`config.mk`:
```
export PLATFORM = sky130hd
export DESIGN_NAME = irq_aggregator
export DESIGN_NICKNAME = d
export VERILOG_FILES = /design/src/rtl/irq_pkg.sv /design/src/rtl/irq_prio_enc.sv /design/src/rtl/irq_aggregator.sv
export SDC_FILE = /design/constraint.sdc
export NUM_CORES = 1
export LEC_CHECK = 0
export ABC_AREA = 1
export CAP_MARGIN = 25
export CORE_MARGIN = 3
export CORE_UTILIZATION = 56
export CTS_BUF_LIST = sky130_fd_sc_hd__clkbuf_4
export DETAILED_ROUTE_END_ITERATION = 6
export DONT_BUFFER_PORTS = 1
export PLACE_DENSITY = 0.8
export SYNTH_ARGS = -nofsm -noshare
export SYNTH_HDL_FRONTEND = slang
export SYNTH_SLANG_ARGS = --single-unit
```
`constraint.sdc`:
```
create_clock -name clk_100 -period 1.85 [get_ports clk_100]
set_clock_uncertainty 0.15 [all_clocks]
set_input_delay 0.2775 -clock clk_100 [delete_from_list [all_inputs] [get_ports clk_100]]
set_output_delay 0.2775 -clock clk_100 [all_outputs]
set_load 0.01 [all_outputs]
```
`src/rtl/irq_pkg.sv`:
```
// Shared types, default sizes and the lowest-index search used by the
// interrupt aggregator.
package irq_pkg;

  localparam int NUM_SRC_DEF = 15;
  localparam int ID_W_DEF    = 4;
  // Search width of lowest_set_idx; bounds the number of sources at 32.
  localparam int ENC_W       = 32;

  typedef enum logic [1:0] {
    IDLE   = 2'd0,
    ASSERT = 2'd1,
    GAP    = 2'd2
  } irq_state_t;

  // Index of the lowest set bit; 0 for an all-zero vector.
  function automatic logic [ENC_W-1:0] lowest_set_idx(input logic [ENC_W-1:0] vec);
    logic [ENC_W-1:0] idx;
    idx = {ENC_W{1'b0}};
    for (int i = ENC_W - 1; i >= 0; i--) begin
      if (vec[i]) begin
        idx = ENC_W'(i);
      end
    end
    return idx;
  endfunction

endpackage

```
`src/rtl/irq_prio_enc.sv`:
```
// Combinational lowest-index-wins priority encoder over the masked
// pending vector.
module irq_prio_enc
  import irq_pkg::*;
#(
  parameter int NUM_SRC = NUM_SRC_DEF,
  parameter int ID_W    = ID_W_DEF
) (
  input  logic [NUM_SRC-1:0] req,
  output logic               valid,
  output logic [ID_W-1:0]    idx
);

  // Any-set flag plus the winning index
  always_comb begin
    valid = |req;
    idx   = ID_W'(lowest_set_idx(ENC_W'(req)));
  end

endmodule

```
`src/rtl/irq_aggregator.sv`:
```
// Turns a vector of interrupt pulses into one held level interrupt plus a
// source ID, with pending latching, masking, overrun flags and an ack gap.
module irq_aggregator
  import irq_pkg::*;
#(
  parameter int NUM_SRC    = NUM_SRC_DEF,
  parameter int ID_W       = ID_W_DEF,
  parameter int GAP_CYCLES = 2
) (
  input  logic               clk_100,
  input  logic               rst_100_n,
  input  logic [NUM_SRC-1:0] irq_src,
  input  logic [NUM_SRC-1:0] irq_en,
  input  logic               irq_ack,
  input  logic [NUM_SRC-1:0] ovr_clr,
  output logic               irq_out,
  output logic [ID_W-1:0]    irq_id,
  output logic [NUM_SRC-1:0] irq_pending,
  output logic [NUM_SRC-1:0] irq_overrun
);

  localparam logic [7:0] GAP_LAST = 8'(GAP_CYCLES - 1);

  logic [NUM_SRC-1:0] src_d_r;
  logic [NUM_SRC-1:0] pending_r;
  logic [NUM_SRC-1:0] overrun_r;
  logic [NUM_SRC-1:0] edge_s;
  logic [NUM_SRC-1:0] clr_s;
  logic [NUM_SRC-1:0] masked_s;

  irq_state_t         state_r;
  irq_state_t         state_nxt_s;
  logic               irq_out_r;
  logic               irq_out_nxt_s;
  logic [ID_W-1:0]    irq_id_r;
  logic [ID_W-1:0]    irq_id_nxt_s;
  logic [7:0]         gap_cnt_r;
  logic [7:0]         gap_cnt_nxt_s;

  logic               enc_valid_s;
  logic [ID_W-1:0]    enc_idx_s;

  // Rising-edge detect, ack-clear of the served source, and enable masking
  always_comb begin
    edge_s   = irq_src & ~src_d_r;
    masked_s = pending_r & irq_en;
    if ((state_r == ASSERT) && irq_ack) begin
      clr_s = NUM_SRC'(1'b1) << irq_id_r;
    end else begin
      clr_s = {NUM_SRC{1'b0}};
    end
  end

  irq_prio_enc #(
    .NUM_SRC (NUM_SRC),
    .ID_W    (ID_W)
  ) u_prio_enc (
    .req   (masked_s),
    .valid (enc_valid_s),
    .idx   (enc_idx_s)
  );

  // Source history, pending latch (edge beats clear) and sticky overruns
  always_ff @(posedge clk_100 or negedge rst_100_n) begin
    if (!rst_100_n) begin
      src_d_r   <= {NUM_SRC{1'b0}};
      pending_r <= {NUM_SRC{1'b0}};
      overrun_r <= {NUM_SRC{1'b0}};
    end else begin
      src_d_r   <= irq_src;
      pending_r <= (pending_r & ~clr_s) | edge_s;
      overrun_r <= (overrun_r & ~ovr_clr) | (edge_s & pending_r & ~clr_s);
    end
  end

  // Service sequencer next-state: pick in IDLE, hold until ack, then quiet gap
  always_comb begin
    state_nxt_s   = state_r;
    irq_out_nxt_s = irq_out_r;
    irq_id_nxt_s  = irq_id_r;
    gap_cnt_nxt_s = gap_cnt_r;
    case (state_r)
      IDLE: begin
        if (enc_valid_s) begin
          state_nxt_s   = ASSERT;
          irq_out_nxt_s = 1'b1;
          irq_id_nxt_s  = enc_idx_s;
        end else begin
          irq_out_nxt_s = 1'b0;
        end
      end
      ASSERT: begin
        // Never withdrawn, even if the source is disabled meanwhile
        if (irq_ack) begin
          state_nxt_s   = GAP;
          irq_out_nxt_s = 1'b0;
          gap_cnt_nxt_s = 8'd0;
        end else begin
          irq_out_nxt_s = 1'b1;
        end
      end
      GAP: begin
        irq_out_nxt_s = 1'b0;
        if (gap_cnt_r >= GAP_LAST) begin
          state_nxt_s = IDLE;
        end else begin
          gap_cnt_nxt_s = gap_cnt_r + 8'd1;
        end
      end
      default: begin
        state_nxt_s   = IDLE;
        irq_out_nxt_s = 1'b0;
        gap_cnt_nxt_s = 8'd0;
      end
    endcase
  end

  // Sequencer state and registered interrupt outputs
  always_ff @(posedge clk_100 or negedge rst_100_n) begin
    if (!rst_100_n) begin
      state_r   <= IDLE;
      irq_out_r <= 1'b0;
      irq_id_r  <= {ID_W{1'b0}};
      gap_cnt_r <= 8'd0;
    end else begin
      state_r   <= state_nxt_s;
      irq_out_r <= irq_out_nxt_s;
      irq_id_r  <= irq_id_nxt_s;
      gap_cnt_r <= gap_cnt_nxt_s;
    end
  end

  assign irq_out     = irq_out_r;
  assign irq_id      = irq_id_r;
  assign irq_pending = pending_r;
  assign irq_overrun = overrun_r;

endmodule

```
* Word-level counts from Yosys, hierarchy flattened
Index checks and enable logic that the tools add are counted.
** Cells by class
- Shift-type cells :: 1
- Equal/unequal tests :: 6
- Reductions and logical operators :: 6
- $lt $le $gt $ge :: 1
- Mux-type cells :: 26
- Bitwise gates (word level) :: 12
- $add $sub $neg :: 1
** Operators by type and width (count)
- $and A15 B15 Y15 :: 6
- $mux W4 :: 15
- $not A15 Y15 :: 3
- $or A15 B15 Y15 :: 2
- $pmux W8 S3 :: 1
- $mux W8 :: 2
- $mux W15 :: 1
- $reduce_or A15 Y1 :: 1
- $shl A1 B4 Y15 const A :: 1
- $add A8 B1 Y8 const B :: 1
- $ge A8 B1 Y1 const B :: 1
- $ne A2 B2 Y1 const B :: 4
- $mux W2 :: 3
- $pmux W2 S3 :: 1
- $reduce_and A3 Y1 :: 2
- $eq A2 B1 Y1 const B :: 1
- $eq A2 B2 Y1 const B :: 1
- $logic_not A2 Y1 :: 1
- $mux W1 :: 2
- $pmux W1 S2 :: 1
- $reduce_and A2 Y1 :: 1
- $logic_and A1 B1 Y1 :: 1
- $not A1 Y1 :: 1
** Storage, ports and cells
- Register bits :: 60
- Output and inout port bits :: 35
- Word-level logic and storage cells :: 60
- Input port bits :: 48

* Depth between registers and ports, before layout
Gate-level depths: netlist of run 1.
- Depth in word-level cells :: 16
- Gate-level depth with buffers :: 16
- Gate-level depth less buffers :: 16

* Cells and area by module
From an unflattened synthesis of run 1, not the netlist that was laid out.
** Second synthesis, totals
- Cells, all modules :: 355
- Area, all modules :: 2807.7 um^2
** Modules (own cells, without submodules)
- irq_aggregator :: area each 2615.0 um^2, cells each 310, instances 1, sequential area each 1501.4 um^2
- irq_prio_enc :: area each 192.7 um^2, cells each 45, instances 1, sequential area each 0.0 um^2

* Least setup slack after synthesis of run 1
Ideal clock, no wire load.
- Path type :: flip-flop to flip-flop
- From :: reg pending_r[9], in the netlist irq_pending[9]
- To :: reg irq_id_r[0], in the netlist irq_id[0]
- Buffers on the path :: 0
- Setup time :: 0.116 ns
- Data required time :: 1.584 ns
- Clock period less this slack :: 1.454 ns
- Path slack :: 0.396 ns
- Arrival time :: 1.187 ns
- Stages on the path, launching flop included :: 9
- Path through :: dfrtp_1 nand2_1 nand2_1 o31ai_2 nand2_1 inv_1 a21oi_1 nand2_1 nand2_1
** Between the ends
- Word-level cells in the longest chain between the ends :: 11
- Elaborated cells between the ends (all ways) :: 13
- Classes of those cells :: mux: 10; bitwise: 1; reduce/logical: 2
** Ends and longest elaborated chain
- start: declaration :: line irq_aggregator.sv:25 : logic [NUM_SRC-1:0] pending_r;
- start signal: assignment :: line irq_aggregator.sv:67 : pending_r <= {NUM_SRC{1'b0}};
- start signal: assignment :: line irq_aggregator.sv:71 : pending_r <= (pending_r & ~clr_s) | edge_s;
- $and A15 B15 Y15 (*) :: line irq_aggregator.sv:46 : masked_s = pending_r & irq_en;
- $mux W4 (10 in series) :: line irq_pkg.sv:21 : if (vec[i]) begin
- end signal: assignment :: line irq_aggregator.sv:123 : irq_id_r <= {ID_W{1'b0}};
- end signal: assignment :: line irq_aggregator.sv:128 : irq_id_r <= irq_id_nxt_s;
- end: declaration :: line irq_aggregator.sv:35 : logic [ID_W-1:0] irq_id_r;
Every way passes the cells marked *; elsewhere a longest branch is shown, timed or not.
A chain may end at the register's enable or synchronous reset.

* Final worst setup path of run 1
- From :: reg pending_r[7], in the netlist irq_pending[7]
- To :: reg irq_id_r[0], in the netlist irq_id[0]
** Between the ends
- Word-level cells in the longest chain between the ends :: 9
- Elaborated cells between the ends (all ways) :: 11
- Classes of those cells :: mux: 8; bitwise: 1; reduce/logical: 2
** Ends and longest elaborated chain (line)
- $and A15 B15 Y15 (*) :: irq_aggregator.sv:46
- $mux W4 (8 in series) :: irq_pkg.sv:21
Marks and branches as above.

==> results.toml, run 1 <==
[critical_path]
startpoint_type = "flop"
crit_type = "flop to flop"
cp_max_fo = 5
slowest_stage = "dfrtp_1"
cp_common_cell = "nand2_1"
r2r_cells = 10
arrival_ps = 1850
cp.depth = 10
crit_start = "irq_pending[7]"
worstReg2RegStart = "irq_pending[7]"
path_buf_inv = 1
max_stage_delay_ps = 470
required_ps = 2010
crit_family = "simple AND/OR/NAND/NOR gates"
crit_chain = "nand2_1 -> nand2_1 -> nor2_1 -> nand2_1 -> nand2_1 -> nand2_1 -> inv_1 -> a21oi_1 -> nand2_1 -> nand2_1"
critPathCaptureType = "flop"

[clock_network]
insertion_delay_ps = 400
clock-sinks = 60
cts_resized = 0
clk_pin_slew_ps = 100
cts_root_buf = "clkbuf_4"
cts_made_buffers = 9
clk_path_buf_depth = 2
postCtsSetupBuffers = 0
htreeDepth = 3
cts_tree = "yes"

[finish]
fin_util_pct = 73.9
final_common_cell = "nand2_1"
final_cell_mix = "nand2_1 (62), dfrtp_1 (60), inv_1 (52)"
drive_gt1_share_pct = 9.84
stdcell_count = 365
diodes = 0
nets = 362
area_growth_pct = 22.7

[timing]
fin_crit_sh_pct = 91.1
max_freq_mhz = 593
finalHoldViolations = 0
max_slew_margin_pct = 77.4
period_minus_slack_ps = 1690
fin_tns_setup_ps = 0
finalWorstSetupSlack_ps = 164
setup_viol = 0
slew_viol_final = 0
rsz0062_at_grt = "no"
worst_slew_pin_slew_ps = 339

[global_routing]
grt_overflow = 0
met3_usage_pct = 8.54
first_global_vias = 2013
grt_usage_pct = 23.7
grt.busiest_layer = "met2"
gr-usage-met2_pct = 37.5
antenna_found_initial = 0
grt_pass1_wl_um = 9270
grt_max_degree = 61
grt_use_met1_pct = 27.4

[synthesis]
netlist_area_um2 = 2500
synth.yosys.seq_area_share_pct = 60.2
yosysWarningCount = 0
syn_inst = 260
avgSynthCellArea_um2 = 9.60
ys_ff_latch = 60
synth_cell_type_count = 24
syn_nets = 311

[drt]
wl_um = 5770
detail-route-antenna-nets = 0
avgViaCountPerCell = 5.51
firstDrtPassIters = 4
drtIter0Drc = 112
vias = 2010
drc = 0
avgRoutedWirePerCell_um = 15.8

[hold_path]
hold_depth = 4
min_path_type = "input pin to flop"
min_from = "irq_ack"

[floorplan]
start_util_pct = 60.2
dieArea_um2 = 5290
rows = 23
dieWidth_um = 72.8
core_area_um2 = 4140
die_h_um = 72.8
ios = 83

[placement]
pre_cts_ws_ps = 207
numPortBuffers = 0
place_inst = 314
gp_congestion = 0.953
dp.final_hpwl_um = 3900

[power]
leakagePower_uw = 0.00147
p_per_area_nw_per_um2 = 1130
vdd_drop_max_v = 0.000665

[run_status]
outcome = "finished, final reports clean"

[flow_run]
maxCapViolations = 0
## final timing paths
kind	to	slack, ps
worst max register to register	irq_id[0]	160
worst max-delay path	irq_id[0]	160
worst min-delay path	state_r[1]	60
worst min register to register	irq_pending[14]	300
max in group asynchronous	irq_pending[2]	1060
min in group asynchronous	irq_overrun[7]	230
## area by class of cell
cell class	instances	area [um^2]
sequential	60	1500
fill	304	1080
multi-input combinational	145	781
timing repair buffer	41	415
inverter	54	203
clock buffer	11	82.6
tap	50	62.6
clock inverter	4	17.5
## flip-flops by register name, indices dropped and copies added, names as in the netlist
register / count
gap_cnt_r: 8
irq_id: 4
state_r: 2
irq_overrun: 15
src_d_r: 15
irq_out: 1
irq_pending: 15
## report_power, final
group | leakage [uW] | switching (uW) | internal, uW
clock | 0.0000616 | 442 | 286
sequential | 0.000692 | 266 | 1520
combinational | 0.000716 | 606 | 353
## stage by stage
step	hold slack (ps)	total power [uW]	area, um^2
floorplan	-168	2400	2500
finish	60.6	3470	3060
global route	83.4	3700	3060
global placement	-166	2620	2580
detailed placement	-166	2660	2580
CTS	57.3	3470	3060
## worst reg2reg max path: cells and delay by family, from the launching register on
family	cells	cell delay [ps]
AND/OR/NAND/NOR	8	760
flip-flops	1	470
AO/OA/AOI/OAI	1	60
buffers and inverters	1	150
## cells by family (layout without fill, tap and decap cells)
logic type / Yosys count / count (layout) / share of synthesized area (%)
compound gates: 51 / 51 / 14.3
fa+ha+maj: 3 / 3 / 1.50
simple gates: 91 / 91 / 15.5
flops: 60 / 60 / 60.2
buf+inv: 55 / 110 / 8.57
## cell usage after synthesis (all sizes together)
cell type / instances / area, um^2
a22oi: 1 / 7.51
dfrtp: 60 / 1500
nand3: 10 / 50.1
o21ai: 26 / 138
a21oi: 4 / 23.8
nor4: 1 / 12.5
buf: 1 / 11.3
o32ai: 10 / 87.6
ha: 3 / 37.5
o31ai: 4 / 62.6
nor2: 13 / 63.8
o22ai: 6 / 37.5
nor3: 3 / 15.0
nand4: 1 / 6.26
nand2: 63 / 239
inv: 54 / 203
## timing repair
action	in CTS	in global routing
endpoints found under the setup margin	0	0
hold buffers	36	0
hold endpoints to repair	109	0
## layer usage
metal / share of wire, % / wire length [um] / vias up
met5: 0 / 0 / -
met4: 3.2 / 186 / 0
met3: 8.9 / 513 / 19
met2: 50 / 2870 / 86
met1: 38 / 2200 / 959
li1: - / - / 946
No activity file was read; power rests on OpenSTA's default activity.
==> run 2, diff against run 1 <==
--- a/config.mk
+++ b/config.mk
@@ -13,6 +13,7 @@
 export DETAILED_ROUTE_END_ITERATION = 6
 export DONT_BUFFER_PORTS = 1
 export PLACE_DENSITY = 0.8
+export SLEW_MARGIN = 25
 export SYNTH_ARGS = -nofsm -noshare
 export SYNTH_HDL_FRONTEND = slang
 export SYNTH_SLANG_ARGS = --single-unit
==> results of run 2 <==
Final layout, timing and power as in run 1 (identical DEF).
==> run 3, diff against run 2 <==
--- a/config.mk
+++ b/config.mk
@@ -10,6 +10,7 @@
 export CORE_MARGIN = 3
 export CORE_UTILIZATION = 56
 export CTS_BUF_LIST = sky130_fd_sc_hd__clkbuf_4
+export CTS_CLUSTER_SIZE = 30
 export DETAILED_ROUTE_END_ITERATION = 6
 export DONT_BUFFER_PORTS = 1
 export PLACE_DENSITY = 0.8
==> results of run 3 <==
Final layout, timing and power as in run 1 (identical DEF).
